--- config.mk ---
export PLATFORM = sky130hd
export DESIGN_NAME = imem_loader_flat
export DESIGN_NICKNAME = d
export VERILOG_FILES = /design/src/rtl/loader_pkg.sv /design/src/rtl/imem_loader_if.sv /design/src/rtl/imem_loader_word_assembler.sv /design/src/rtl/imem_loader.sv /design/src/flat_wrapper.sv
export SDC_FILE = /design/constraint.sdc
export NUM_CORES = 1
export LEC_CHECK = 0
export ABC_AREA = 1
export CORE_MARGIN = 2
export CORE_UTILIZATION = 47
export CTS_CLUSTER_SIZE = 40
export DETAILED_ROUTE_END_ITERATION = 12
export PLACE_DENSITY = 0.7
export SLEW_MARGIN = 30
export SYNTH_ARGS = -nofsm -noshare
export SYNTH_HDL_FRONTEND = slang
export SYNTH_HIERARCHICAL = 1
export SYNTH_SLANG_ARGS = --single-unit
--- constraint.sdc ---
create_clock -name clk -period 4.95 [get_ports clk]
set_clock_uncertainty 0.1 [all_clocks]
set_input_delay 1.485 -clock clk [delete_from_list [all_inputs] [get_ports clk]]
set_output_delay 1.485 -clock clk [all_outputs]
set_load 0.005 [all_outputs]
--- src/rtl/loader_pkg.sv ---
// Shared definitions for the IMEM program loader: FSM states and frame constants.
package loader_pkg;

  // Width of one stream symbol.
  localparam int BYTE_W = 8;

  // Number of length bytes at the head of each frame.
  localparam int HDR_LEN = 2;

  // Loader FSM states. S_LEN_HI is the reset state.
  typedef enum logic [2:0] {
    S_LEN_HI,
    S_LEN_LO,
    S_DATA,
    S_CHECK,
    S_DONE,
    S_ERROR
  } state_t;

endpackage

--- src/rtl/imem_loader_if.sv ---
// Loader bus bundle: byte-stream handshake from the host link plus the
// IMEM write port.
// master = host/testbench side, slave = loader side.
interface imem_loader_if #(
  parameter int ADDR_W = 11
);
  import loader_pkg::*;

  logic              in_valid;
  logic [BYTE_W-1:0] in_data;
  logic              in_ready;
  logic              imem_we;
  logic [ADDR_W-1:0] imem_addr;
  logic [31:0]       imem_wdata;

  modport master (
    output in_valid, in_data,
    input  in_ready, imem_we, imem_addr, imem_wdata
  );

  modport slave (
    input  in_valid, in_data,
    output in_ready, imem_we, imem_addr, imem_wdata
  );

endinterface

--- src/rtl/imem_loader_word_assembler.sv ---
// Packs four big-endian stream bytes into one 32-bit word.
// word_valid_o fires combinationally on the edge-qualifying 4th byte. The word
// is presented alongside it, so the caller can register both in the same cycle.
module word_assembler
  import loader_pkg::*;
(
  input  logic              clk,
  input  logic              rst,
  input  logic              clr_i,
  input  logic              byte_valid_i,
  input  logic [BYTE_W-1:0] byte_i,
  output logic              word_valid_o,
  output logic [31:0]       word_o
);

  logic [1:0]  cnt_q;
  logic [23:0] shift_q;

  assign word_valid_o = byte_valid_i && (cnt_q == 2'd3);
  assign word_o       = {shift_q, byte_i};

  // Count bytes within a word and shift earlier bytes toward the MSB end.
  always_ff @(posedge clk) begin
    if (rst || clr_i) begin
      cnt_q   <= 2'd0;
      shift_q <= 24'd0;
    end else if (byte_valid_i) begin
      cnt_q   <= cnt_q + 2'd1;
      shift_q <= {shift_q[15:0], byte_i};
    end
  end

endmodule

--- src/rtl/imem_loader.sv ---
// Framed byte-stream loader for the CPU instruction memory.
// Frame: LEN_HI, LEN_LO, 4*N big-endian data bytes, XOR checksum byte.
// The CPU is held in reset until a verified image is in IMEM.
module imem_loader
  import loader_pkg::*;
#(
  parameter int ADDR_W    = 11,
  parameter int MAX_WORDS = 2048
) (
  input  logic              clk,
  input  logic              rst,
  imem_loader_if.slave      bus,
  input  logic              reload,
  output logic              cpu_rst,
  output logic              done,
  output logic              err,
  output logic [ADDR_W:0]   words_loaded
);

  state_t              state_q;
  logic                in_ready_q;
  logic                imem_we_q;
  logic [ADDR_W-1:0]   imem_addr_q;
  logic [31:0]         imem_wdata_q;
  logic                cpu_rst_q;
  logic                done_q;
  logic                err_q;
  logic [ADDR_W:0]     words_q;
  logic [ADDR_W:0]     len_q;
  logic [BYTE_W-1:0]   len_hi_q;
  logic [BYTE_W-1:0]   xor_q;

  logic                accept_d;
  logic                data_accept_d;
  logic                clr_d;
  logic [15:0]         len_d;
  logic [ADDR_W:0]     words_inc_d;
  logic                word_valid_d;
  logic [31:0]         word_data_d;

  assign accept_d      = bus.in_valid && in_ready_q;
  assign data_accept_d = accept_d && (state_q == S_DATA);
  assign clr_d         = reload && ((state_q == S_DONE) || (state_q == S_ERROR));
  assign len_d         = {len_hi_q, bus.in_data};
  assign words_inc_d   = words_q + {{ADDR_W{1'b0}}, 1'b1};

  word_assembler u_asm (
    .clk          (clk),
    .rst          (rst),
    .clr_i        (clr_d),
    .byte_valid_i (data_accept_d),
    .byte_i       (bus.in_data),
    .word_valid_o (word_valid_d),
    .word_o       (word_data_d)
  );

  // Loader FSM with all outputs registered alongside the state.
  always_ff @(posedge clk) begin
    if (rst) begin
      state_q      <= S_LEN_HI;
      in_ready_q   <= 1'b1;
      imem_we_q    <= 1'b0;
      imem_addr_q  <= '0;
      imem_wdata_q <= 32'd0;
      cpu_rst_q    <= 1'b1;
      done_q       <= 1'b0;
      err_q        <= 1'b0;
      words_q      <= '0;
      len_q        <= '0;
      len_hi_q     <= '0;
      xor_q        <= '0;
    end else begin
      imem_we_q <= 1'b0;
      // Release lags entry into S_DONE by one cycle; re-assert on reload immediately.
      cpu_rst_q <= !((state_q == S_DONE) && !reload);
      case (state_q)
        S_LEN_HI: begin
          if (accept_d) begin
            len_hi_q <= bus.in_data;
            state_q  <= S_LEN_LO;
          end
        end
        S_LEN_LO: begin
          if (accept_d) begin
            len_q <= len_d[ADDR_W:0];
            if (int'(len_d) > MAX_WORDS) begin
              state_q    <= S_ERROR;
              in_ready_q <= 1'b0;
              err_q      <= 1'b1;
            end else if (len_d == 16'd0) begin
              state_q <= S_CHECK;
            end else begin
              state_q <= S_DATA;
            end
          end
        end
        S_DATA: begin
          if (accept_d) begin
            xor_q <= xor_q ^ bus.in_data;
            if (word_valid_d) begin
              imem_we_q    <= 1'b1;
              imem_addr_q  <= words_q[ADDR_W-1:0];
              imem_wdata_q <= word_data_d;
              words_q      <= words_inc_d;
              if (words_inc_d == len_q) begin
                state_q <= S_CHECK;
              end
            end
          end
        end
        S_CHECK: begin
          if (accept_d) begin
            in_ready_q <= 1'b0;
            if (bus.in_data == xor_q) begin
              state_q <= S_DONE;
              done_q  <= 1'b1;
            end else begin
              state_q <= S_ERROR;
              err_q   <= 1'b1;
            end
          end
        end
        S_DONE, S_ERROR: begin
          if (reload) begin
            state_q    <= S_LEN_HI;
            in_ready_q <= 1'b1;
            xor_q      <= '0;
            words_q    <= '0;
            done_q     <= 1'b0;
            err_q      <= 1'b0;
          end
        end
        default: begin
          state_q    <= S_LEN_HI;
          in_ready_q <= 1'b1;
        end
      endcase
    end
  end

  assign bus.in_ready   = in_ready_q;
  assign bus.imem_we    = imem_we_q;
  assign bus.imem_addr  = imem_addr_q;
  assign bus.imem_wdata = imem_wdata_q;
  assign cpu_rst        = cpu_rst_q;
  assign done           = done_q;
  assign err            = err_q;
  assign words_loaded   = words_q;

endmodule
--- src/flat_wrapper.sv ---
// flat-port wrapper written by rule: the top's interface ports become plain ports
module imem_loader_flat import loader_pkg::*;
#(
  parameter int ADDR_W    = 11,
  parameter int MAX_WORDS = 2048
)
  (clk, rst, reload, cpu_rst, done, err, words_loaded, bus_in_valid, bus_in_data, bus_in_ready, bus_imem_we, bus_imem_addr, bus_imem_wdata);
  imem_loader_if #(.ADDR_W(ADDR_W)) bus_i ();
  input  logic clk;
  input  logic rst;
  input  logic reload;
  output logic cpu_rst;
  output logic done;
  output logic err;
  output logic [ADDR_W:0] words_loaded;
  input wire logic [$bits(bus_i.in_valid)-1:0] bus_in_valid;
  input wire logic [$bits(bus_i.in_data)-1:0] bus_in_data;
  output wire logic [$bits(bus_i.in_ready)-1:0] bus_in_ready;
  output wire logic [$bits(bus_i.imem_we)-1:0] bus_imem_we;
  output wire logic [$bits(bus_i.imem_addr)-1:0] bus_imem_addr;
  output wire logic [$bits(bus_i.imem_wdata)-1:0] bus_imem_wdata;
  assign bus_i.in_valid = bus_in_valid;
  assign bus_i.in_data = bus_in_data;
  assign bus_in_ready = bus_i.in_ready;
  assign bus_imem_we = bus_i.imem_we;
  assign bus_imem_addr = bus_i.imem_addr;
  assign bus_imem_wdata = bus_i.imem_wdata;
  imem_loader #(.ADDR_W(ADDR_W), .MAX_WORDS(MAX_WORDS)) u_core (.clk(clk), .rst(rst), .bus(bus_i), .reload(reload), .cpu_rst(cpu_rst), .done(done), .err(err), .words_loaded(words_loaded));
endmodule
==> impl_metrics.csv <==
group,metric,value,unit
status,result_of_the_run,"completed",
worst_setup_path,cp_common_cell,"sky130_fd_sc_hd__inv_1",
routing,detailedRoute.firstIterationViolations,210,
worst_setup_path,worst_path_max_delay_cell,"sky130_fd_sc_hd__nor2_4",
timing,timing.final.crit_period,3610,ps
routing,detail_route.first_pass.iterations,5,
global_routing,grt_util_all_layers,0.223,
yosys,synth_top_area_cell,"sky130_fd_sc_hd__dfxtp_1",
clock_network,post_cts.resized_instances,0,
yosys,synth_area_per_cell,6.94,µm²
finish,synthesis_to_finish_area_growth,25.0,%
timing,period_share,0.729,
placement,placed_area,5800,µm²
pwr,ir_drop,0.213,mV
clock_network,htree_num_levels,4,
hold_path,hold_start,"u_core/u_asm/shift_q[16]",
routing,vias_per_cell,5.04,
timing,fin_setup_tns,0,ps
clock_network,insertion_delay,510,ps
placement,globalplace.congestion,0.855,
clock_network,clock_sink_count,117,
worst_setup_path,critical_path.top_delay_family,"buffers and inverters",
yosys,yosys.area.top_type_share,0.460,
die,initial_utilization,0.476,
worst_setup_path,cp.buffers_inverters,5,
timing,finalMaxSlewViolations,0,
yosys,synth_seq_area_share,0.460,
flow_run,maxCapViolations,0,
worst_setup_path,critPathCaptureType,"flop",
routing,detailroute.via_count,4758,
yosys,synth_cell_types,32,
die,total_die_area,11700,µm²
die,fp.coreArea,10700,µm²
yosys,synth_fp_nets,748,
timing,finalHoldViolations,0,
global_routing,grt_pass1_wl,20600,µm
worst_setup_path,critical_path_class,"in -> reg",
clock_network,cts-root-buf,"sky130_fd_sc_hd__clkbuf_8",
timing,slew_headroom,0.576,
global_routing,grt_overflow,0,
yosys,synth.cell_area,5100,µm²
finish,mostFrequentLayoutCells,"sky130_fd_sc_hd__nor2_1, sky130_fd_sc_hd__nand2_1, sky130_fd_sc_hd__dfxtp_1",
clock_network,cts_hold_buffers,0,
worst_setup_path,r2r_start,"u_core/state_q[1]",
routing,drt_drc_violations_left,0,
worst_setup_path,crit_path_start,"bus_in_valid",
timing,setup_viol_count_final,0,
pwr,cellPowerDensity,410,nW/µm²
timing,grt_setup_unrepaired,"no",
die,rows,38,
finish,antenna_cells,0,
finish,fill_cells,978,
routing,drt.antenna.violating_nets,0,
finish,drive_above_1_share,0.0709,
finish,layout.nets,805,
clock_network,cts.repair_timing.setup_buffer_count,0,
worst_setup_path,timing.critical_path.required,5300,ps
finish,final_common_cell,"sky130_fd_sc_hd__nor2_1",
finish,design_area,6370,µm²
global_routing,first_global_vias,4490,
worst_setup_path,worstPathMaxFanout,37,
timing,max_freq,0.277,GHz
routing,detail_route.wl_per_cell,13.0,µm
placement,final_hpwl_dp,8170,µm
worst_setup_path,critPathLaunchType,"primary input",
pwr,power.static_leakage,0.00262,µW
yosys,netlist_top_cells_area,"sky130_fd_sc_hd__dfxtp_1, sky130_fd_sc_hd__nor2_1, sky130_fd_sc_hd__nand2_1, sky130_fd_sc_hd__o21ai_0, sky130_fd_sc_hd__a21oi_1",
yosys,syn_inst,734,
clock_network,numCtsBuffers,17,
hold_path,hold_class,"reg -> reg",
die,floorplan.io_pins,72,
die,vert_die_dim,108,µm
yosys,register_bit_count_reported_by_yosys,117,
yosys,ys_warn_count,6,
worst_setup_path,slowest_cell_delay_on_critical_path,470,ps
global_routing,grt_start_max_net_pins,53,
worst_setup_path,reg_to_reg_setup_timing_slack,2220,ps
clock_network,cts-root-to-sink-buffers,2,
clock_network,path_clk_slew,60,ps
die,die_w,108,µm
timing,tightestPinTransition,635,ps
worst_setup_path,arrival,3960,ps
worst_setup_path,critical_path.cell_chain,"clkdlybuf4s50_1, nand2_1, nor2_4, nand2_1, inv_1, inv_1, nor2_4, inv_2, a21oi_1, o21ai_0, inv_1",
global_routing,antenna_found_initial,0,
clock_network,tritoncts,"done",
placement,io_buffers,71,
routing,wl,12300,µm
==> power breakdown <==
group          leakage [µW]  switching [µW]  internal [µW]
Clock              0.000281             433            741
Combinational       0.00139             245            129
Sequential         0.000946            47.4           1020
Total               0.00262             726           1890
==> stage by stage <==
step                      instances  total power (µW)  hold WS, ps  setup WS (ps)  utilization
after detailed placement        912              1450          366            849        0.542
after global placement          912              1440          354            901        0.542
after global routing            944              2740          399           1120        0.596
after CTS                       944              2630          374           1380        0.596
final                           944              2610          374           1340        0.596
after floorplan                 734              1360          344           1500            -
==> cell type report <==
cell class,count,area (µm²),area share
clock buffers,20,445,0.0699
clock inverters,12,130,0.0204
inverters,66,248,0.0389
multi-input cells,513,2280,0.358
flip-flops and latches,117,2340,0.368
well taps,140,175,0.0275
repair buffers,76,748,0.117
==> worst paths after layout <==
path	end	depth (start not counted)
setup / recovery	u_core/words_loaded[0]	11
hold reg to reg	u_core/u_asm/shift_q[16]	2
hold / removal	u_core/u_asm/shift_q[16]	2
setup reg to reg	u_core/words_loaded[0]	14
==> cell families after synthesis <==
| group | Yosys count | share of synthesized area |
|---|---|---|
| fa+ha+maj | 2 | 0.00491 |
| compound gates | 119 | 0.119 |
| buf+inv | 104 | 0.0940 |
| xor+xnor | 8 | 0.0137 |
| simple gates | 384 | 0.309 |
| flops | 117 | 0.460 |
==> sequential cells by signal, summed over array words and instances, names as in the netlist, 2 cells and up <==
| signal | flops |
|---|---|
| u_core/state_q | 3 |
| u_core/u_asm/shift_q | 24 |
| u_core/bus.imem_wdata | 32 |
| u_core/len_q | 12 |
| u_core/words_loaded | 12 |
| u_core/xor_q | 8 |
| u_core/u_asm/cnt_q | 2 |
| u_core/len_hi_q | 8 |
| u_core/bus.imem_addr | 11 |
==> Yosys cell counts <==
master,number
sky130_fd_sc_hd__inv_2,5
sky130_fd_sc_hd__o21bai_1,1
sky130_fd_sc_hd__buf_4,14
sky130_fd_sc_hd__inv_1,60
sky130_fd_sc_hd__o31ai_1,1
sky130_fd_sc_hd__nor4_1,2
sky130_fd_sc_hd__o21ai_0,67
sky130_fd_sc_hd__clkinv_1,1
sky130_fd_sc_hd__or3_1,1
sky130_fd_sc_hd__nand3_1,27
sky130_fd_sc_hd__buf_2,11
sky130_fd_sc_hd__nand3_2,1
sky130_fd_sc_hd__nor2_4,4
sky130_fd_sc_hd__xor2_1,8
sky130_fd_sc_hd__ha_1,2
sky130_fd_sc_hd__nor2_1,178
sky130_fd_sc_hd__nor3_1,4
sky130_fd_sc_hd__clkbuf_1,10
sky130_fd_sc_hd__nand2_2,2
sky130_fd_sc_hd__nor3_2,1
sky130_fd_sc_hd__o21ai_1,2
sky130_fd_sc_hd__a21oi_1,46
sky130_fd_sc_hd__nor2_2,4
sky130_fd_sc_hd__o21ai_2,1
sky130_fd_sc_hd__nand3b_1,4
sky130_fd_sc_hd__or2_2,2
sky130_fd_sc_hd__and2_1,1
sky130_fd_sc_hd__nand2_1,151
sky130_fd_sc_hd__nand4_1,2
sky130_fd_sc_hd__dfxtp_1,117
sky130_fd_sc_hd__buf_6,3
sky130_fd_sc_hd__o211ai_1,1
==> tightest hold or removal path: cells and delay by family (launching register included) <==
family           cells  cell delay [ps]
AND/OR/NAND/NOR      2              130
flip-flops           1              310
==> routing by layer <==
metal,global-route usage,part of all wire
met3,0.0452,0.046
met1,0.264,0.45
met5,0,0
met2,0.392,0.49
met4,0.0907,0.0094
Power figures use the tool's default switching activity.
